### config.mk
export PLATFORM = sky130hd
export DESIGN_NAME = ia_tx
export DESIGN_NICKNAME = d
export VERILOG_FILES = /design/src/rtl/ia_pkg.sv /design/src/rtl/ia_tx_uart_tx_byte.sv /design/src/rtl/ia_tx.sv
export SDC_FILE = /design/constraint.sdc
export NUM_CORES = 1
export LEC_CHECK = 0
export ABC_AREA = 1
export CAP_MARGIN = 10
export CORE_UTILIZATION = 57
export CTS_CLUSTER_DIAMETER = 80
export CTS_CLUSTER_SIZE = 40
export DETAILED_ROUTE_END_ITERATION = 10
export PLACE_DENSITY = 0.8
export SETUP_SLACK_MARGIN = 0.05
export SLEW_MARGIN = 20
export SYNTH_ARGS = -nofsm -noshare
export SYNTH_HDL_FRONTEND = slang
export SYNTH_SLANG_ARGS = --single-unit
### constraint.sdc
create_clock -name clk -period 2 [get_ports clk]
set_clock_uncertainty 0.1 [all_clocks]
set_input_delay 0.4 -clock clk [delete_from_list [all_inputs] [get_ports clk]]
set_output_delay 0.4 -clock clk [all_outputs]
set_load 0.02 [all_outputs]
### src/rtl/ia_pkg.sv
// Shared definitions for the host-interface frame receiver/transmitter pair.
package ia_pkg;

  typedef enum logic [2:0] {IDLE, FETCH, LOAD, START, DATA, STOP} state_t;

  localparam int UART_DATA_BITS = 8;
  localparam int FRAME_LEN      = 61;
  localparam int IDX_W          = 6;

endpackage

### src/rtl/ia_tx_uart_tx_byte.sv
// One-byte UART 8N1 serializer. The start bit is one cycle short because the
// caller's LOAD cycle counts toward it; done strobes in the last stop cycle.
module uart_tx_byte #(
  parameter int CLKS_PER_BIT = 434
) (
  input  logic       clk,
  input  logic       reset_n,
  input  logic       load,
  input  logic [7:0] data,
  output logic       tx,
  output logic       done
);
  import ia_pkg::*;

  localparam int TW = $clog2(CLKS_PER_BIT);
  localparam logic [TW-1:0] T_LAST  = TW'(CLKS_PER_BIT - 1);
  localparam logic [TW-1:0] T_START = TW'(CLKS_PER_BIT - 2);
  localparam logic [2:0]    B_LAST  = 3'(UART_DATA_BITS - 1);

  state_t          state, nxt;
  logic [TW-1:0]   timer;
  logic [2:0]      bitcnt;
  logic [7:0]      shift;

  always_comb begin
    nxt  = state;
    done = 1'b0;
    case (state)
      IDLE:  if (load) nxt = START;
      START: if (timer == T_START) nxt = DATA;
      DATA:  if (timer == T_LAST && bitcnt == B_LAST) nxt = STOP;
      STOP:  if (timer == T_LAST) begin
               nxt  = IDLE;
               done = 1'b1;
             end
      default: nxt = IDLE;
    endcase
  end

  always_ff @(posedge clk or negedge reset_n)
    if (!reset_n) state <= IDLE;
    else          state <= nxt;

  always_ff @(posedge clk or negedge reset_n) begin
    if (!reset_n) begin
      tx     <= 1'b1;
      timer  <= '0;
      bitcnt <= '0;
      shift  <= '0;
    end else begin
      case (state)
        IDLE: begin
          tx    <= 1'b1;
          timer <= '0;
          if (load) begin
            shift <= data;
            tx    <= 1'b0;
          end
        end
        START:
          if (timer == T_START) begin
            timer  <= '0;
            bitcnt <= '0;
            tx     <= shift[0];
          end else timer <= timer + TW'(1);
        DATA:
          if (timer == T_LAST) begin
            timer  <= '0;
            shift  <= shift >> 1;
            bitcnt <= bitcnt + 3'd1;
            tx     <= (bitcnt == B_LAST) ? 1'b1 : shift[1];
          end else timer <= timer + TW'(1);
        STOP: begin
          tx <= 1'b1;
          if (timer == T_LAST) timer <= '0;
          else                 timer <= timer + TW'(1);
        end
        default: begin
          tx     <= 1'b1;
          timer  <= '0;
          bitcnt <= '0;
        end
      endcase
    end
  end

endmodule

### src/rtl/ia_tx.sv
// Frame transmitter: fetches FRAME_LEN bytes from a latency-1 register-file
// port and sends them back-to-back as UART 8N1, with byte/frame pulses.
module ia_tx #(
  parameter int CLKS_PER_BIT = 434,
  parameter int FRAME_LEN    = ia_pkg::FRAME_LEN,
  parameter int IDX_W        = ia_pkg::IDX_W
) (
  input  logic             clk,
  input  logic             reset_n,
  input  logic             start,
  input  logic [7:0]       rd_data,
  output logic [IDX_W-1:0] rd_idx,
  output logic             tx,
  output logic             busy,
  output logic             byte_sent,
  output logic             frame_done
);
  import ia_pkg::*;

  state_t state, nxt;
  logic   load, tx_done, last_idx;

  assign last_idx = (rd_idx == IDX_W'(FRAME_LEN - 1));

  uart_tx_byte #(.CLKS_PER_BIT(CLKS_PER_BIT)) u_ser (
    .clk     (clk),
    .reset_n (reset_n),
    .load    (load),
    .data    (rd_data),
    .tx      (tx),
    .done    (tx_done)
  );

  // DATA here means "byte in flight in the serializer"
  always_comb begin
    nxt  = state;
    load = 1'b0;
    case (state)
      IDLE:  if (start) nxt = FETCH;
      FETCH: nxt = LOAD;
      LOAD:  begin
               load = 1'b1;
               nxt  = DATA;
             end
      DATA:  if (tx_done) nxt = last_idx ? IDLE : FETCH;
      default: nxt = IDLE;
    endcase
  end

  always_ff @(posedge clk or negedge reset_n)
    if (!reset_n) state <= IDLE;
    else          state <= nxt;

  always_ff @(posedge clk or negedge reset_n) begin
    if (!reset_n) begin
      rd_idx     <= '0;
      busy       <= 1'b0;
      byte_sent  <= 1'b0;
      frame_done <= 1'b0;
    end else begin
      byte_sent  <= 1'b0;
      frame_done <= 1'b0;
      case (state)
        IDLE:
          if (start) begin
            rd_idx <= '0;
            busy   <= 1'b1;
          end
        FETCH, LOAD: ;
        DATA:
          if (tx_done) begin
            byte_sent <= 1'b1;
            if (last_idx) begin
              frame_done <= 1'b1;
              busy       <= 1'b0;
            end else rd_idx <= rd_idx + IDX_W'(1);
          end
        default: busy <= 1'b0;
      endcase
    end
  end

endmodule

==> results of run 1 <==
metrics by stage:
stage / instances / hold WS [ps] / setup WS [ps] / power (mW) / area [um2]
after floorplan: 244 / 4.41 / 444 / 2.47 / 2120
after global routing: 317 / 73.4 / 54.5 / 3.60 / 2460
after detailed placement: 310 / 360 / 337 / 2.76 / 2360
after CTS: 317 / 51.7 / 75.8 / 3.33 / 2460
final: 317 / 43.4 / 85.6 / 3.30 / 2460
after global placement: 310 / 356 / 350 / 2.71 / 2360
final cells by class:
type                    instances  area [um2]  share of cell area
well taps                      46        57.6              0.0234
multi-input cells             176        1080               0.440
repair buffers                 21         203              0.0824
clock buffers                   7        96.3              0.0391
inverters                      31         119              0.0483
flip-flops and latches         36         902               0.367
per-layer routing:
metal  up-vias  track usage  wire length, um
met5         -            0                0
met4         0       0.0872               60
met3         7       0.0652              145
met2        34        0.372             1800
met1       782        0.284             1850
li1        837            -                -
cells in the mapped netlist, drive strengths merged:
cell     n  area, um2
nor3     6       51.3
nand3b   1       20.0
o21ai   15       82.6
nor3b    1       7.51
inv     31        119
buf      1       20.0
mux2i    6       60.1
a21oi    8       58.8
nand3   21        148
nand2   73        342
ha       7       87.6
nand4    5       31.3
dfstp    1       26.3
dfrtp   35        876
o21bai   1       7.51
xor2     3       26.3
nor2    26        141
o211ai   1       7.51
or2      2       12.5
power groups by stage:
stage | Clock (mW) | Sequential, mW | Combinational (mW)
after floorplan | 0 | 1.15 | 1.32
after global placement | 0 | 1.15 | 1.57
after detailed placement | 0 | 1.15 | 1.62
after CTS | 0.565 | 1.14 | 1.63
after global routing | 0.595 | 1.18 | 1.83
final | 0.545 | 1.14 | 1.62
state kept, by name, indices dropped and copies added (netlist names), 3 cells and up:
signal	count
u_ser.timer	9
u_ser.shift	8
rd_idx	6
state	3
u_ser.bitcnt	3
u_ser.state	3
kinds of logic after synthesis:
logic type / Yosys count / share of synthesized area
buffers and inverters: 32 / 0.0654
muxes: 6 / 0.0283
xor gates and xnor gates: 3 / 0.0124
and+or+nand+nor: 135 / 0.355
adders and majority gates: 7 / 0.0412
DFF: 36 / 0.425
AOI/OAI and AO/OA: 25 / 0.0736
worst paths after layout:
kind                                           from                          to  slack [ps]  cells after the start
hold reg to reg                u_ser.tx$_DFFE_PN1P_        u_ser.tx$_DFFE_PN1P_         370                      2
setup reg to reg           u_ser.timer[1]$_DFF_PN0_  u_ser.shift[2]$_DFFE_PN0P_         330                      9
setup / recovery               u_ser.tx$_DFFE_PN1P_                          tx          90                      1
max in group asynchronous                   reset_n        u_ser.tx$_DFFE_PN1P_        1420                      2
hold / removal                              reset_n    u_ser.timer[2]$_DFF_PN0_          40                      2
min in group clk               u_ser.tx$_DFFE_PN1P_        u_ser.tx$_DFFE_PN1P_         370                      2
worst register-to-register path, cell delays in order, from the launching register on:
cell	delay [ps]
sky130_fd_sc_hd__dfrtp_1	400
sky130_fd_sc_hd__inv_1	80
sky130_fd_sc_hd__ha_1	140
sky130_fd_sc_hd__nand2_1	90
sky130_fd_sc_hd__nor2_4	190
sky130_fd_sc_hd__nand2_4	90
sky130_fd_sc_hd__nand2_4	100
sky130_fd_sc_hd__nand3_4	200
sky130_fd_sc_hd__nand2_1	110
sky130_fd_sc_hd__o21ai_1	60
==> reports/qor.log, run 1 <==
qor: floorplanning.core.rowCount 21
qor: clock_tree.clock_sink_count 36
qor: detailed_routing.routed-via-count 1,660
qor: detailed_routing.final_antenna_net_count 0
qor: run_status.status complete, no violations
qor: timing.rsz0062_at_grt no
qor: timing.final_max_slew_viol_count 0
qor: grt.grt_pass1_vias 1,592
qor: worst_setup_path.critPathTopFamily buffers and inverters
qor: placed_design.placement.io_buffers 20
qor: pwr.total_leakage_power 1.18 nW
qor: synth.syn-instance-count 244
qor: worst_setup_path.cp.buffers_inverters 1
qor: pwr.clockPowerShare 0.165
qor: synth.sequential_to_total_area_share_from_yosys_stat 0.425
qor: timing.worst_slew_pin_slew 449 ps
qor: synth.yosysUniqueCellTypes 35
qor: detailed_routing.detailedRoute.firstPassIterationCount 4
qor: timing.final.period_utilization 0.957
qor: placed_design.routabilityCongestion 0.828
qor: flow_run.drv.max_cap_violation_count 0
qor: pwr.net_switching_power_figure 1.44 mW
qor: grt.grt_max_degree 37
qor: worst_setup_path.worstSetupStartpointType register
qor: timing.fin_tns_setup 0 ps
qor: pwr.sw_frac_of_total 0.435
qor: worst_setup_path.crit_required 1500 ps
qor: timing.setup-violations-final 0
qor: layout.layout.nets 289
qor: floorplanning.initial_utilization 0.617
qor: worst_setup_path.worstSetupEndpointType output port
qor: clock_tree.hold_buffers 0
qor: clock_tree.ctsHtreeMaxLevel 2
qor: layout.mostFrequentLayoutCell sky130_fd_sc_hd__nand2_1
qor: clock_tree.maximum_clock_path_buffer_count 2
qor: pwr.worst_ir_drop_vdd 828 uV
qor: timing.finalWorstPathRequiredPeriod 1910 ps
qor: placed_design.hpwl 2.74 mm
qor: layout.post_route_cells_drive_above_1_share 0.196
qor: grt.antenna_found_initial 0
qor: detailed_routing.route.detailed.vias_per_inst 5.24
qor: layout.antennaDiodeCount 0
qor: worst_setup_path.critical_path.cell_chain clkdlybuf4s50_1
qor: floorplanning.io_count 21
qor: worst_setup_path.critical_path_peak_fanout 2
qor: clock_tree.postCtsSetupBuffers 0
qor: synth.yosysWarningCount 0
qor: worst_setup_path.timing_worst_setup_path_type register to output port
qor: grt.grt_usage 0.228
qor: layout.area_growth 15.8%
qor: pwr.p_int 1.87 mW
qor: synth.postSynthAreaPerCell 8.71 um2
qor: floorplanning.design.die.area 3980 um2
qor: synth.post_syn_nets 262
qor: grt.wire_length_of_the_first_global_routing_pass 6.99 mm
qor: timing.timing.slew.headroom 0.701
qor: floorplanning.floorplan.core_area 3440 um2
qor: grt.grt_remaining_overflow 0
qor: worst_setup_path.cp_data_arrival_time 1410 ps
qor: timing.max_freq 522 MHz
qor: pwr.sequentialPowerShare 0.345
qor: pwr.power.density_cell_area 1340 nW/um2
qor: clock_tree.clock_transition_at_the_registers_of_the_reported_paths 70 ps
qor: clock_tree.worstSkewPairLatency 290 ps
qor: synth.netlist_area 2120 um2
qor: detailed_routing.drc_errors 0
qor: layout.fin_util 0.715
qor: clock_tree.tritoncts.num_buffers 5
qor: timing.timing_hold_violations_final 0
qor: pwr.power_frac_comb 0.490
qor: floorplanning.die_width 63.1 um
qor: worst_setup_path.critical_path_max_stage_delay 590 ps
qor: clock_tree.cts_root_buffer sky130_fd_sc_hd__clkbuf_8
qor: layout.mostFrequentLayoutCells 56 x sky130_fd_sc_hd__nand2_1, 35 x sky130_fd_sc_hd__dfrtp_1, 25 x sky130_fd_sc_hd__inv_1
qor: clock_tree.cts_tree yes
qor: hold_path.min-delay-path-class primary input to async pin
qor: detailed_routing.drt_wl_total 3.86 mm
qor: detailed_routing.wire_per_inst 12.2 um
qor: synth.yosys_register_bits 36
qor: detailed_routing.drt_iter0_markers 107
qor: clock_tree.post_cts_resize_count 0
qor: worst_setup_path.cp_slowest_cell sky130_fd_sc_hd__clkdlybuf4s50_1
qor: layout.filler_cell_count 272
qor: floorplanning.floorplan.die.height 63.1 um
Note: power is estimated with default switching activity, not from simulation.
==> run 2: changes to the inputs <==
--- a/config.mk
+++ b/config.mk
@@ -11,6 +11,7 @@
 export CTS_CLUSTER_DIAMETER = 80
 export CTS_CLUSTER_SIZE = 40
 export DETAILED_ROUTE_END_ITERATION = 10
+export GPL_TIMING_DRIVEN = 0
 export PLACE_DENSITY = 0.8
 export SETUP_SLACK_MARGIN = 0.05
 export SLEW_MARGIN = 20
==> run 2 against run 1 <==
Effect of this change: maximum frequency is 0.31% higher; register-to-register slack worse by 60 ps; critical path depth stayed put; worst setup slack better by 5.9 ps; clock power is 4.6% higher; non-clock buffer count is 2 higher; flip-flop and latch count stayed put; worst hold slack better by 330 ps; routed wire length is 0.86% higher; combinational power is 4% higher; global-route usage is 0.085 points higher.
==> reports/qor.log, run 2 (synthesis gave the netlist of run 1 again) <==
qor: detailed_routing.detailedRoute.firstPassIterationCount 4
qor: timing.worst_slack 91.5 ps
qor: grt.grt_usage 0.229
qor: layout.reg_top3 u_ser.timer (9), u_ser.shift (8), rd_idx (6)
qor: hold_path.min-delay-path-class register to register
qor: pwr.power.density_cell_area 1350 nW/um2
qor: timing.worst_slew_pin_slew 440 ps
qor: layout.layout.nets 291
qor: placed_design.dpl_worst_slack 289 ps
qor: grt.grt_pass1_vias 1,606
qor: timing.timing.slew.headroom 0.706
qor: timing.final.period_utilization 0.954
qor: worst_setup_path.critical_path_max_stage_delay 590 ps
qor: worst_setup_path.worstSetupEndpointType output port
qor: layout.stdcell_area 2520 um2
qor: detailed_routing.drc_errors 0
qor: layout.multi_input_comb_area 1080 um2
qor: timing.setup-violations-final 0
qor: grt.grt_max_degree 21
qor: layout.layout.area.seq 902 um2
qor: detailed_routing.drt_iter0_markers 101
qor: run_status.status complete, no violations
qor: floorplanning.die_width 63.1 um
qor: clock_tree.clock_sink_count 36
qor: layout.area_growth 18.5%
qor: worst_setup_path.crit_required 1500 ps
qor: layout.antennaDiodeCount 0
qor: timing.fin_worst_hold_slack 371 ps
qor: worst_setup_path.cp_data_arrival_time 1410 ps
qor: placed_design.placement.io_buffers 20
qor: placed_design.placed_area 2400 um2
qor: pwr.total_leakage_power 1.22 nW
qor: floorplanning.floorplan.core_area 3440 um2
qor: timing.finalWorstPathRequiredPeriod 1910 ps
qor: detailed_routing.routed-via-count 1,649
qor: placed_design.routabilityCongestion 0.836
qor: clock_tree.tritoncts.num_buffers 5
qor: clock_tree.ctsHtreeMaxLevel 2
qor: grt.antenna_found_initial 0
qor: detailed_routing.drt_wl_total 3.89 mm
qor: layout.post_route_cells_drive_above_1_share 0.197
qor: worst_setup_path.critical_path_peak_fanout 2
qor: worst_setup_path.critPathTopFamily buffers and inverters
qor: grt.wire_length_of_the_first_global_routing_pass 7.07 mm
qor: floorplanning.io_count 21
qor: floorplanning.core.rowCount 21
qor: detailed_routing.final_antenna_net_count 0
qor: timing.fin_tns_setup 0 ps
qor: clock_tree.cts_tree yes
qor: pwr.worst_ir_drop_vdd 892 uV
qor: worst_setup_path.worstSetupStartpointType register
qor: timing.max_freq 524 MHz
qor: floorplanning.initial_utilization 0.617
qor: placed_design.hpwl 2.93 mm
qor: clock_tree.maximum_clock_path_buffer_count 2
qor: floorplanning.design.die.area 3980 um2
qor: layout.mostFrequentLayoutCells 56 x sky130_fd_sc_hd__nand2_1, 35 x sky130_fd_sc_hd__dfrtp_1, 25 x sky130_fd_sc_hd__inv_1
qor: floorplanning.floorplan.die.height 63.1 um
qor: worst_setup_path.timing_worst_setup_path_type register to output port
qor: clock_tree.cts_root_buffer sky130_fd_sc_hd__clkbuf_8
qor: flow_run.drv.max_cap_violation_count 0
qor: timing.timing_hold_violations_final 0
qor: grt.grt_remaining_overflow 0
qor: worst_setup_path.cp_slowest_cell sky130_fd_sc_hd__clkdlybuf4s50_1
qor: layout.flip_flop_count_of_the_largest_register_all_copies_and_words_added 9
qor: clock_tree.postCtsSetupBuffers 0
qor: worst_setup_path.cp.buffers_inverters 1
qor: timing.final_max_slew_viol_count 0
qor: layout.registers.top_by_ff_count u_ser.timer
qor: layout.fin_util 0.731
qor: clock_tree.worstSkewPairLatency 290 ps
qor: layout.filler_cell_count 259
qor: layout.mostFrequentLayoutCell sky130_fd_sc_hd__nand2_1
qor: clock_tree.clock_transition_at_the_registers_of_the_reported_paths 70 ps
qor: detailed_routing.wire_per_inst 12.2 um
qor: timing.rsz0062_at_grt no
qor: detailed_routing.route.detailed.vias_per_inst 5.15
qor: worst_setup_path.critical_path.cell_chain clkdlybuf4s50_1
run 2: final timing paths:
path / start / to / slack (ps) / cells past startpoint
max: u_ser.tx$_DFFE_PN1P_ / tx / 90 / 1
min: u_ser.tx$_DFFE_PN1P_ / u_ser.tx$_DFFE_PN1P_ / 370 / 2
max reg2reg: u_ser.timer[1]$_DFF_PN0_ / u_ser.shift[2]$_DFFE_PN0P_ / 270 / 10
min reg2reg: u_ser.tx$_DFFE_PN1P_ / u_ser.tx$_DFFE_PN1P_ / 370 / 2
max in group asynchronous: reset_n / busy$_DFFE_PN0P_ / 880 / 3
min in group asynchronous: reset_n / u_ser.timer[2]$_DFF_PN0_ / 480 / 2
run 2: routing by layer:
| metal | GRT usage | wire, um |
|---|---|---|
| met5 | 0 | 0 |
| met4 | 0.0814 | 53 |
| met3 | 0.0562 | 167 |
| met2 | 0.382 | 1890 |
| met1 | 0.286 | 1780 |
run 2: what timing repair did:
| item | CTS | global route |
|---|---|---|
| setup endpoints to repair | 0 | 1 |
| gates resized for setup | 0 | 1 |
| hold endpoints to repair | 15 | 0 |
| hold buffers | 1 | 0 |
run 2: through the flow:
stage	cells	total power, mW
CTS	320	3.43
finish	320	3.40
floorplan	244	2.47
global placement	310	2.78
global route	320	3.68
detailed placement	311	2.85
run 2: final cells by class:
type / count / share of cell area
sequential: 36 / 0.358
inverter: 31 / 0.0472
clock buffer: 8 / 0.0398
tap: 46 / 0.0229
timing repair buffer: 22 / 0.0934
multi-input combinational: 176 / 0.430
buffer: 1 / 0.00795
run 2: worst reg2reg max path: stages, from the launching register on:
cell                      delay, ps
sky130_fd_sc_hd__dfrtp_1        400
sky130_fd_sc_hd__inv_1           90
sky130_fd_sc_hd__ha_1           150
sky130_fd_sc_hd__nand2_1         90
sky130_fd_sc_hd__nor2_4         180
sky130_fd_sc_hd__nand2_4         80
sky130_fd_sc_hd__nand2_4        100
sky130_fd_sc_hd__nand3_4        130
sky130_fd_sc_hd__buf_12         180
sky130_fd_sc_hd__nand2_1         50
sky130_fd_sc_hd__o21ai_1         60
run 2: report_power, final:
group          leakage [nW]  total (mW)  switching, mW  internal, mW
logic                 0.695        1.69           1.03         0.662
clock network        0.0515       0.570          0.256         0.314
registers             0.471        1.14          0.180         0.958
total                  1.22        3.40           1.46          1.93
